--- src/rtl/uart_pkg.sv ---
// Shared types and limits for the configurable UART transmitter.
package uart_pkg;

    typedef enum logic [1:0] {
        PAR_NONE  = 2'b00,
        PAR_EVEN  = 2'b01,
        PAR_ODD   = 2'b10,
        PAR_NONE2 = 2'b11
    } parity_e;

    typedef enum logic [2:0] {
        ST_IDLE,
        ST_START,
        ST_DATA,
        ST_PARITY,
        ST_STOP
    } tx_state_e;

    localparam int unsigned MIN_NBITS = 5;
    localparam int unsigned MAX_NBITS = 9;

    function automatic logic [3:0] clamp_nbits(input logic [3:0] n, input logic [3:0] max_n);
        if (n < 4'(MIN_NBITS)) return 4'(MIN_NBITS);
        if (n > max_n)         return max_n;
        return n;
    endfunction

endpackage

--- src/rtl/uart_sync_fifo.sv ---
// Single-clock FIFO with combinational read data; push/pop ignored when full/empty.
module uart_sync_fifo #(
    parameter int unsigned WIDTH = 8,
    parameter int unsigned DEPTH = 4
) (
    input  logic                           clk,
    input  logic                           rst,
    input  logic                           push,
    input  logic [WIDTH-1:0]               wr_data,
    input  logic                           pop,
    output logic [WIDTH-1:0]               rd_data,
    output logic                           full,
    output logic                           empty,
    output logic [$clog2(DEPTH+1)-1:0]     level
);

    localparam int unsigned PW = $clog2(DEPTH);
    localparam int unsigned LW = $clog2(DEPTH + 1);

    logic [WIDTH-1:0] mem [DEPTH];
    logic [PW-1:0]    wr_ptr;
    logic [PW-1:0]    rd_ptr;
    logic             do_push;
    logic             do_pop;

    assign full    = (level == LW'(DEPTH));
    assign empty   = (level == '0);
    assign do_push = push && !full;
    assign do_pop  = pop && !empty;
    assign rd_data = mem[rd_ptr];

    always_ff @(posedge clk or posedge rst) begin
        if (rst) begin
            wr_ptr <= '0;
            rd_ptr <= '0;
            level  <= '0;
        end else begin
            if (do_push) wr_ptr <= wr_ptr + PW'(1);
            if (do_pop)  rd_ptr <= rd_ptr + PW'(1);
            if (do_push && !do_pop)      level <= level + LW'(1);
            else if (!do_push && do_pop) level <= level - LW'(1);
        end
    end

    always_ff @(posedge clk) begin
        if (do_push) mem[wr_ptr] <= wr_data;
    end

endmodule

--- src/rtl/uart_tx_fifo.sv ---
// Configurable UART transmitter fed by a valid/ready FIFO; frames are sent back-to-back.
module uart_tx_fifo
    import uart_pkg::*;
#(
    parameter int unsigned DATA_W     = 8,
    parameter int unsigned DIV_W      = 16,
    parameter int unsigned FIFO_DEPTH = 4
) (
    input  logic                              clk,
    input  logic                              rst,
    input  logic                              s_valid,
    output logic                              s_ready,
    input  logic [DATA_W-1:0]                 s_data,
    input  logic [DIV_W-1:0]                  cfg_div,
    input  logic [3:0]                        cfg_nbits,
    input  logic [1:0]                        cfg_parity,
    input  logic                              cfg_stop2,
    output logic                              tx,
    output logic                              busy,
    output logic [$clog2(FIFO_DEPTH+1)-1:0]   fifo_level
);

    localparam logic [3:0] MAXN = 4'(DATA_W);

    logic              fifo_full;
    logic              fifo_empty;
    logic              fifo_pop;
    logic [DATA_W-1:0] fifo_rd;

    uart_sync_fifo #(
        .WIDTH (DATA_W),
        .DEPTH (FIFO_DEPTH)
    ) u_fifo (
        .clk     (clk),
        .rst     (rst),
        .push    (s_valid),
        .wr_data (s_data),
        .pop     (fifo_pop),
        .rd_data (fifo_rd),
        .full    (fifo_full),
        .empty   (fifo_empty),
        .level   (fifo_level)
    );

    assign s_ready = !fifo_full;

    tx_state_e         state_q, state_n;
    logic [DIV_W-1:0]  cnt_q, cnt_n, div_q, div_n;
    logic [3:0]        nbits_q, nbits_n, bitcnt_q, bitcnt_n;
    logic [DATA_W-1:0] sh_q, sh_n;
    logic              par_en_q, par_en_n, par_bit_q, par_bit_n;
    logic              stop2_q, stop2_n, tx_q, tx_n, busy_q, busy_n;

    logic [3:0]        nbits_c;
    logic [DATA_W-1:0] word_c;
    parity_e           par_c;
    logic              launch;

    // Word is masked to the clamped width so parity only covers transmitted bits.
    assign nbits_c = clamp_nbits(cfg_nbits, MAXN);
    assign word_c  = fifo_rd & ~({DATA_W{1'b1}} << nbits_c);
    assign par_c   = parity_e'(cfg_parity);

    always_ff @(posedge clk or posedge rst) begin
        if (rst) begin
            state_q   <= ST_IDLE;
            cnt_q     <= '0;
            div_q     <= '0;
            nbits_q   <= '0;
            bitcnt_q  <= '0;
            sh_q      <= '0;
            par_en_q  <= 1'b0;
            par_bit_q <= 1'b0;
            stop2_q   <= 1'b0;
            tx_q      <= 1'b1;
            busy_q    <= 1'b0;
        end else begin
            state_q   <= state_n;
            cnt_q     <= cnt_n;
            div_q     <= div_n;
            nbits_q   <= nbits_n;
            bitcnt_q  <= bitcnt_n;
            sh_q      <= sh_n;
            par_en_q  <= par_en_n;
            par_bit_q <= par_bit_n;
            stop2_q   <= stop2_n;
            tx_q      <= tx_n;
            busy_q    <= busy_n;
        end
    end

    always_comb begin
        state_n   = state_q;
        cnt_n     = cnt_q;
        div_n     = div_q;
        nbits_n   = nbits_q;
        bitcnt_n  = bitcnt_q;
        sh_n      = sh_q;
        par_en_n  = par_en_q;
        par_bit_n = par_bit_q;
        stop2_n   = stop2_q;
        tx_n      = tx_q;
        busy_n    = busy_q;
        fifo_pop  = 1'b0;
        launch    = 1'b0;

        if (state_q != ST_IDLE && cnt_q != '0) begin
            cnt_n = cnt_q - DIV_W'(1);
        end else begin
            case (state_q)
                ST_IDLE: launch = !fifo_empty;
                ST_START: begin
                    state_n  = ST_DATA;
                    cnt_n    = div_q;
                    bitcnt_n = '0;
                    tx_n     = sh_q[0];
                end
                ST_DATA: begin
                    cnt_n = div_q;
                    if (bitcnt_q == nbits_q - 4'd1) begin
                        bitcnt_n = '0;
                        if (par_en_q) begin
                            state_n = ST_PARITY;
                            tx_n    = par_bit_q;
                        end else begin
                            state_n = ST_STOP;
                            tx_n    = 1'b1;
                        end
                    end else begin
                        sh_n     = sh_q >> 1;
                        tx_n     = sh_q[1];
                        bitcnt_n = bitcnt_q + 4'd1;
                    end
                end
                ST_PARITY: begin
                    state_n = ST_STOP;
                    cnt_n   = div_q;
                    tx_n    = 1'b1;
                end
                ST_STOP: begin
                    // bitcnt marks the first of two stop periods.
                    if (stop2_q && bitcnt_q == '0) begin
                        bitcnt_n = 4'd1;
                        cnt_n    = div_q;
                    end else if (!fifo_empty) begin
                        launch = 1'b1;
                    end else begin
                        state_n = ST_IDLE;
                        busy_n  = 1'b0;
                        tx_n    = 1'b1;
                    end
                end
                default: state_n = ST_IDLE;
            endcase
        end

        if (launch) begin
            fifo_pop  = 1'b1;
            state_n   = ST_START;
            cnt_n     = cfg_div;
            div_n     = cfg_div;
            nbits_n   = nbits_c;
            sh_n      = word_c;
            par_en_n  = (par_c == PAR_EVEN) || (par_c == PAR_ODD);
            par_bit_n = (^word_c) ^ (par_c == PAR_ODD);
            stop2_n   = cfg_stop2;
            tx_n      = 1'b0;
            busy_n    = 1'b1;
        end
    end

    assign tx   = tx_q;
    assign busy = busy_q;

endmodule

--- config.mk ---
export PLATFORM = sky130hd
export DESIGN_NAME = uart_tx_fifo
export DESIGN_NICKNAME = d
export VERILOG_FILES = /design/src/rtl/uart_pkg.sv /design/src/rtl/uart_sync_fifo.sv /design/src/rtl/uart_tx_fifo.sv
export SDC_FILE = /design/constraint.sdc
export NUM_CORES = 1
export LEC_CHECK = 0
export CORE_ASPECT_RATIO = 1.5
export CORE_MARGIN = 4
export CORE_UTILIZATION = 30
export CTS_BUF_LIST = sky130_fd_sc_hd__clkbuf_16
export DETAILED_ROUTE_END_ITERATION = 8
export GPL_ROUTABILITY_DRIVEN = 0
export SLEW_MARGIN = 20
export SYNTH_ARGS = -nofsm -noshare
export SYNTH_HDL_FRONTEND = slang
export SYNTH_SLANG_ARGS = --single-unit
--- constraint.sdc ---
create_clock -name clk -period 3.2 [get_ports clk]
set_input_delay 0.96 -clock clk [delete_from_list [all_inputs] [get_ports clk]]
set_output_delay 0.96 -clock clk [all_outputs]
set_load 0.1 [all_outputs]
==> flow_summary.toml <==
[final_layout]
fillCellCount = 1522
final_common_cell = "nand2_1"
regArea_um2 = 2540
finalNonFillerCells = 695
multi_input_area_um2 = 2100
syn2layout_area_growth_pct = 20.7
nNetsFinal = 532
final_cell_mix = "85 x nand2_1, 60 x dfrtp_1, 38 x nor2_1"
n_antenna_cell = 0
drive_gt1_share_pct = 12.0

[critical_path]
max_stage_delay_ns = 0.42
critPathSlowestCell = "nor4b_4"
crit_required_ns = 3.43
critPathLaunchType = "register"
rr_startpoint = "cnt_q[0]$_DFFE_PP0P_"
crit_chain = "inv_1 > ha_1 > nor4b_1 > nor4b_4 > a21oi_4 > nor2_8 > inv_4 > ha_1 > inv_1 > fa_1 > mux2_2"
critical_path_arrival_ns = 3.14
path_buf_inv = 3
crit_type = "register to register"
crit_fanout = 6
cp_top_family = "simple AND/OR/NAND/NOR gates"
worst_setup_path_end_kind = "register"
crit_start = "cnt_q[0]$_DFFE_PP0P_"

[pwr]
power_density_nw_per_um2 = 1030
vdd_ir_drop_max_mv = 0.502
power.leakage_nw = 2.35

[die]
start_util_pct = 30.4
rows = 56
die-area_um2 = 18000
io-pin-count = 40
die_h_um = 162
die_x_um = 111
coreArea_um2 = 15600

[status]
run_status = "finished clean"

[routing]
post_drt_wl_per_cell_um = 16.2
ant_nets = 0
vias = 3484
wirelength_um = 11300
dr.pass1.iters = 4
avgViaCountPerCell = 5.01
drcViolationCount = 0
drt_iter0_drc = 194

[sta]
rsz0062_at_grt = "false"
period_minus_slack_ns = 2.91
slew_headroom_pct = 50.2
clock_skew_ns = 0.00803
timing.final.crit_share_pct = 91.0
final_hold_viol_count = 0
setup_viol = 0
finalSetupTns_ns = 0
worst_pin_slew_ns = 0.736
maxSlewViolCount = 0
fmaxAchievable_mhz = 343

[global_routing]
grt_pass1_wl_um = 18500
grtUsageTotal_pct = 13.0
grt_antenna_before_repair = 0
grt_pass1_vias = 3648
grt_max_degree = 39
grt-ovfl-total = 0

[synth]
avgSynthCellArea_um2 = 10.7
syn_nets = 488
synth_edf_count = 32
yosysWarnings = 0
yosysSeqAreaShare_pct = 53.4
synth_area_um2 = 4750
ys_types = 64
synthCells = 443
ys_ff_latch = 95
synth-async-reset-ratio_pct = 66.3
ys.flop_type = "dfrtp_1"

[placed_design]
io_buffers = 39
dp_hpwl_um = 8420
dp_cells = 679

[clock_tree]
cts_resized = 0
cts_tree = "done"
clk_path_buf_depth = 2
clock_latency_ns = 0.34
cts_root_buf = "clkbuf_16"
cts.clk_slew.worst_paths_ns = 0.07
h-tree-depth = 3
numClockSinks = 95
cts_hold_buf = 0
cts_setup_buffers = 0
cts_buffers = 9

[worst_hold_path]
hp-start = "div_q[9]$_DFFE_PP0P_"
worstHoldPathType = "register to register"

[flow_run]
maxCapViolations = 0
final timing paths:
kind	to	slack [ns]	depth (start not counted)
max	u_fifo.level[1]$_DFFE_PP0P_	0.29	11
min	div_q[9]$_DFFE_PP0P_	0.48	2
min in group asynchronous	div_q[13]$_DFFE_PP0P_	1.01	2
min reg2reg	div_q[9]$_DFFE_PP0P_	0.48	2
max reg2reg	u_fifo.level[1]$_DFFE_PP0P_	0.29	11
max in group asynchronous	sh_q[5]$_DFFE_PP0P_	1.58	3
report_power, final:
part	internal [mW]	switching [mW]
sequential	1.73	0.382
combinational	1.10	1.59
clock	0.623	0.494
total	3.45	2.47
cell type report:
type	instances	share of cell area, %
flip-flops and latches	95	44.3
inverters	15	1.02
clock buffers	9	3.92
well taps	203	4.43
multi-input cells	315	36.5
clock inverters	7	1.46
repair buffers	51	8.33
worst min-delay path, stage by stage (launching register included):
cell	delay (ns)
dfrtp_1	0.34
nand2_1	0.05
nand2_1	0.05
sequential cells by signal, indices dropped and copies added (netlist names), 2 cells and up:
signal and flops:
u_fifo.mem 32, cnt_q 16, div_q 16, sh_q 8, bitcnt_q 4, nbits_q 4
state_q 3, u_fifo.level 3, u_fifo.rd_ptr 2, u_fifo.wr_ptr 2
cells in the mapped netlist (3+ instances only):
cell type	number	area, µm²
o221ai_1	5	43.8
mux4_2	8	180
nand2_1	86	323
nand3_1	4	20.0
inv_1	14	52.6
xnor2_1	13	114
a32o_1	3	30.0
dfrtp_1	62	1550
xor2_1	6	52.6
edfxtp_1	32	961
a21oi_1	19	95.1
ha_1	10	125
clkbuf_1	11	41.3
and3_1	5	31.3
o211ai_1	3	22.5
buf_2	6	30.0
and2_1	3	18.8
o21ai_0	26	130
nor2_1	38	143
mux2i_1	12	120
nor3_1	10	50.1
o2bb2ai_1	3	26.3
o22ai_1	6	37.5
a22oi_1	4	30.0
kinds of logic after synthesis:
| family | Yosys count | share of synthesized area (%) |
|---|---|---|
| simple gates | 170 | 17.0 |
| flops | 95 | 53.4 |
| compound gates | 92 | 12.9 |
| buf+inv | 33 | 2.90 |
| mux | 22 | 6.79 |
| xor+xnor | 20 | 3.97 |
| fa+ha+maj | 11 | 3.05 |
routing by layer:
layer / vias to the layer above / global-route usage, % / part of all wire, %
li1: 1665 / - / -
met4: 0 / 6.55 / 3.3
met2: 82 / 23.9 / 55
met5: - / 0 / 0
met1: 1711 / 14.1 / 39
met3: 26 / 2.46 / 3.3
metrics by stage:
step                      util [%]  hold slack (ns)  total power, mW  instance area [µm²]  setup slack, ns
after floorplan                  -            0.442             4.11                 4760           0.0150
after global placement        34.7            0.454             4.76                 5430            0.393
after detailed placement      34.7            0.463             4.86                 5430            0.241
after CTS                     36.7            0.482             5.98                 5740            0.258
after global routing          36.7            0.503             6.36                 5740           0.0966
final                         36.7            0.475             5.93                 5740            0.288
Power figures use the tool's default switching activity.
